===== config.mk =====
export PLATFORM = sky130hd
export DESIGN_NAME = mips_fetch_stage
export DESIGN_NICKNAME = d
export VERILOG_FILES = /design/src/rtl/mips_fetch_stage.sv
export SDC_FILE = /design/constraint.sdc
export NUM_CORES = 1
export LEC_CHECK = 0
export CAP_MARGIN = 10
export CORE_MARGIN = 3
export CORE_UTILIZATION = 47
export CTS_CLUSTER_DIAMETER = 150
export DETAILED_ROUTE_END_ITERATION = 10
export GPL_TIMING_DRIVEN = 0
export PLACE_DENSITY_LB_ADDON = 0.15
export SYNTH_ARGS = -nofsm -noshare
export SYNTH_HDL_FRONTEND = slang
export SYNTH_SLANG_ARGS = --single-unit

===== constraint.sdc =====
create_clock -name i_clk -period 7.2 [get_ports i_clk]
set_input_delay 1.44 -clock i_clk [delete_from_list [all_inputs] [get_ports i_clk]]
set_output_delay 1.44 -clock i_clk [all_outputs]
set_load 0.01 [all_outputs]

===== src/rtl/mips_fetch_stage.sv =====
// Instruction-fetch stage: PC register, req/ack fetch FSM and next-PC selection.
// Define MIPS_FETCH_PERF_CNT_EN to add the saturating o_fetch_cnt counter.
module mips_fetch_stage #(
  parameter logic [31:0] RESET_PC = 32'h0000_0000,
  parameter int          ADDR_W   = 32
) (
  input  logic              i_clk,
  input  logic              i_reset,
  output logic              o_imem_req,
  output logic [ADDR_W-1:0] o_imem_addr,
  input  logic              i_imem_ack,
  input  logic [31:0]       i_imem_rdata,
  output logic              o_valid,
  output logic [31:0]       o_instr,
  output logic [5:0]        o_op_code,
  output logic [ADDR_W-1:0] o_pc,
  output logic [ADDR_W-1:0] o_pc_plus4,
  input  logic              i_stall,
  input  logic              i_is_jump,
  input  logic              i_is_branch,
  input  logic              i_alu_zero
`ifdef MIPS_FETCH_PERF_CNT_EN
  ,
  output logic [31:0]       o_fetch_cnt
`endif
);

  typedef enum logic [1:0] {
    IDLE,
    REQ,
    VALID
  } state_t;

  state_t            state;
  logic [ADDR_W-1:0] pc;
  logic [ADDR_W-1:0] next_pc;
  logic [ADDR_W-1:0] branch_off;

  // The request address is the PC itself; it only moves on consumption,
  // so it is stable for the whole REQ period.
  assign o_imem_addr = pc;
  assign o_op_code   = o_instr[31:26];

  // NOTE: every path assigns next_pc, so no latch is inferred.
  always_comb begin
    branch_off = {{14{o_instr[15]}}, o_instr[15:0], 2'b00};
    if (i_is_jump) begin
      next_pc = {o_pc_plus4[31:28], o_instr[25:0], 2'b00};
    end else if (i_is_branch && i_alu_zero) begin
      next_pc = o_pc_plus4 + branch_off;
    end else begin
      next_pc = o_pc_plus4;
    end
  end

  // NOTE: sequential state uses non-blocking assignments only, so every
  // register samples pre-edge values regardless of statement order.
  always_ff @(posedge i_clk or negedge i_reset) begin
    if (!i_reset) begin
      state      <= IDLE;
      pc         <= RESET_PC;
      o_imem_req <= 1'b0;
      o_valid    <= 1'b0;
      o_instr    <= 32'h0000_0000;
      o_pc       <= RESET_PC;
      o_pc_plus4 <= RESET_PC + 32'd4;
    end else begin
      case (state)
        IDLE: begin
          state      <= REQ;
          o_imem_req <= 1'b1;
        end
        REQ: begin
          if (i_imem_ack) begin
            o_instr    <= i_imem_rdata;
            o_pc       <= pc;
            o_pc_plus4 <= pc + 32'd4;
            o_valid    <= 1'b1;
            o_imem_req <= 1'b0;
            state      <= VALID;
          end
        end
        VALID: begin
          // Decision inputs only matter on the consuming edge.
          if (!i_stall) begin
            pc         <= next_pc;
            o_valid    <= 1'b0;
            o_imem_req <= 1'b1;
            state      <= REQ;
          end
        end
        default: begin
          state      <= IDLE;
          o_imem_req <= 1'b0;
          o_valid    <= 1'b0;
        end
      endcase
    end
  end

`ifdef MIPS_FETCH_PERF_CNT_EN
  always_ff @(posedge i_clk or negedge i_reset) begin
    if (!i_reset) begin
      o_fetch_cnt <= 32'h0000_0000;
    end else if (state == REQ && i_imem_ack && o_fetch_cnt != 32'hFFFF_FFFF) begin
      o_fetch_cnt <= o_fetch_cnt + 32'd1;
    end
  end
`endif

endmodule


==> impl_metrics.py <==
metrics = {
    "worst_setup_path": {
        "worstPathCellList": "clkdlybuf4s50_1 > nor3b_1 > clkbuf_1 > clkbuf_1 > o21ai_0 > a21oi_1",
        "worstSetupStartpointType": "input port",
        "worstSetupPathType": "input port to flop",
        "critPathMaxStageDelay_ps": 730,
        "end_kind": "flop",
        "cp_max_fo": 10,
        "r2r_end": "o_imem_addr[30]",
        "cp-startpoint": "i_stall",
        "cp-endpoint": "o_imem_addr[11]",
        "rrSetupSlack_ps": 3880,
        "r2r_cells": 11,
        "path_common_cell": "clkbuf_1",
        "cp_slowest_cell": "nor3b_1",
        "reg2reg_from": "o_instr[0]",
        "cp.required_ps": 7550,
        "worstPathArrival_ps": 3980,
    },
    "finish": {
        "area_growth_pct": 35.0,
        "final_cells": 1136,
        "fin_nets": 1009,
        "fin_util_pct": 66.4,
        "layout-drive-gt1-share_pct": 12.7,
        "n_antenna_cell": 0,
    },
    "clock_tree": {
        "ctsHoldBuffers": 0,
        "insertion_delay_ps": 430,
        "post_cts_buffers": 0,
        "root_buffer": "clkbuf_16",
        "cts_resized": 0,
        "numCtsBuffers": 17,
        "clk_path_buf_depth": 2,
        "clk_pin_slew_ps": 60,
        "htree_num_levels": 4,
        "clock-sinks": 129,
        "cts_tree": "yes",
    },
    "die": {
        "floorplan.die_area_um2": 17100,
        "rows": 44,
        "die_x_um": 131,
        "fp.dieH_um": 131,
        "start_util_pct": 49.2,
        "core_um2": 14900,
        "io_pins": 175,
    },
    "drt": {
        "ant_nets": 0,
        "drtIter0Drc": 569,
        "vias_per_cell": 5.76,
        "drc": 0,
        "drtPass1Iterations": 5,
        "vias": 6543,
        "routed_wl_um": 22700,
        "wire_per_inst_um": 20.0,
    },
    "status": {
        "status": "finished, final reports clean",
    },
    "power": {
        "peakVddDrop_mv": 0.246,
        "cellPowerDensity_nw_per_um2": 516,
        "leakage_uw": 0.00430,
        "p_total_uw": 5090,
        "power_frac_clock_pct": 16.1,
        "sequentialPowerShare_pct": 29.3,
        "p_sw_share_pct": 41.5,
        "p_switching_uw": 2110,
        "power_frac_comb_pct": 54.6,
        "internal_power_uw": 2980,
    },
    "timing": {
        "min_period_over_period_pct": 50.4,
        "rsz0062_at_grt": "false",
        "clock_skew_ps": 7.67,
        "slew_headroom_pct": 41.7,
        "fin_crit_ps": 3630,
        "hold_viol_final": 0,
        "report.final.slew_viol_count": 0,
        "finalSetupViolations": 0,
        "worst-slew-pin-transition_ps": 872,
        "fin_setup_tns_ps": 0,
        "max_freq_mhz": 276,
        "setup_slack_ps": 3570,
    },
    "logic_synthesis": {
        "syn_nets": 815,
        "synth.avg_cell_area_um2": 9.81,
        "async_reset_ff_share_pct": 100,
        "synth_top_area_share_pct": 43.8,
        "synth_area_leader_cell": "dfrtp_1",
        "synth_edf_count": 0,
        "synthTopCellsByArea": "dfrtp_1, mux2_2, nand2_1",
        "synth_common_cells": "dfrtp_1, nand2_1, o21ai_0, mux2_2, a21oi_1",
        "synth_flop_cell": "dfrtp_1",
        "syn-cell-area_um2": 7310,
        "ys_warn_count": 0,
        "ys_types": 60,
        "synth_most_common_cell": "dfrtp_1",
        "seq_area_frac_synth_pct": 44.2,
        "syn_inst": 745,
        "yosys_register_bits": 129,
    },
    "min_path": {
        "min-delay-path-class": "flop to flop",
        "min-delay-start": "o_pc[29]",
    },
    "run": {
        "drv_cap": 0,
    },
    "grt": {
        "antenna_found_initial": 0,
        "grt_pass1_wl_um": 35100,
        "grt_start_max_net_pins": 69,
        "grt_overflow": 0,
        "grt_pass1_vias": 6415,
        "grt_use_total_pct": 27.0,
    },
    "place": {
        "dp_hpwl_um": 16400,
        "post-place-ws_ps": 3250,
        "dpl.cell_count": 1104,
        "gp_congestion": 0.994,
        "numPortBuffers": 174,
    },
}
final cells by class:
cell class,instances,area [um2]
Multi-Input combinational cell,562,3840
Fill cell,1268,5000
Clock inverter,13,114
Buffer,43,194
Sequential cell,129,3230
Tap cell,184,230
Timing Repair Buffer,175,1770
Clock buffer,19,443
Inverter,11,41.3
cell families (layout without fill, tap and decap cells):
logic type | Yosys count | after routing | share of synthesized area (%)
compound gates | 207 | 207 | 17.8
simple gates | 206 | 206 | 12.9
flops | 129 | 129 | 44.2
mux | 69 | 69 | 10.6
buf+inv | 54 | 261 | 3.22
xor+xnor | 49 | 49 | 5.87
fa+ha+maj | 31 | 31 | 5.41
layout by cell type (no fill, tap or decap), types with 19 or more instances in the layout:
master           netlist  routed
clkdlybuf4s50_1        0     173
dfrtp_1              128     128
nand2_1              106     106
o21ai_0               77      77
mux2_2                65      65
a21oi_1               53      53
clkbuf_1              32      33
xor2_1                32      32
nor2_1                30      30
ha_1                  30      30
nand3_1               19      19
routing by layer:
metal  wire (um)  share of wire, %  vias to the layer above  track usage [%]
met4         387               1.7                        0             7.62
met3        1850               8.2                       35             8.33
met5           0                 0                        -                0
li1            -                 -                     3047                -
met1        9900                44                     3199             37.0
met2       10500                46                      262             41.8
registers in the layout, indices dropped and copies added (netlist names):
signal	flops
o_imem_addr	32
o_instr	32
o_pc	32
o_pc_plus4	30
state	2
o_valid	1
worst max-delay path: cells and delay by family:
kind            cells  cell delay (ps)
simple gates        1              730
compound gates      2              350
buf+inv             3             1450
power groups by stage:
stage | clock [uW] | sequential, uW | combinational, uW
floorplan | 0 | 1510 | 1530
global placement | 0 | 1490 | 2710
detailed placement | 0 | 1490 | 2750
CTS | 832 | 1490 | 2770
global route | 862 | 1540 | 3050
finish | 820 | 1490 | 2780
how the worst min path moves through the flow:
stage | to | slack, ps | cells after the start
6_report | o_pc[29] | 500 | 1
5_1_grt | o_pc[20] | 510 | 1
4_1_cts | o_pc[29] | 500 | 1
3_5_place_dp | o_pc[29] | 490 | 1
3_3_place_gp | o_pc[9] | 490 | 1
2_1_floorplan | o_valid | 500 | 1
metrics by stage:
step / area [um2] / hold WS [ps]
floorplan: 7310 / 499
global placement: 9280 / 487
detailed placement: 9310 / 492
CTS: 9870 / 504
global route: 9870 / 511
finish: 9870 / 501
Power figures use the tool's default switching activity.
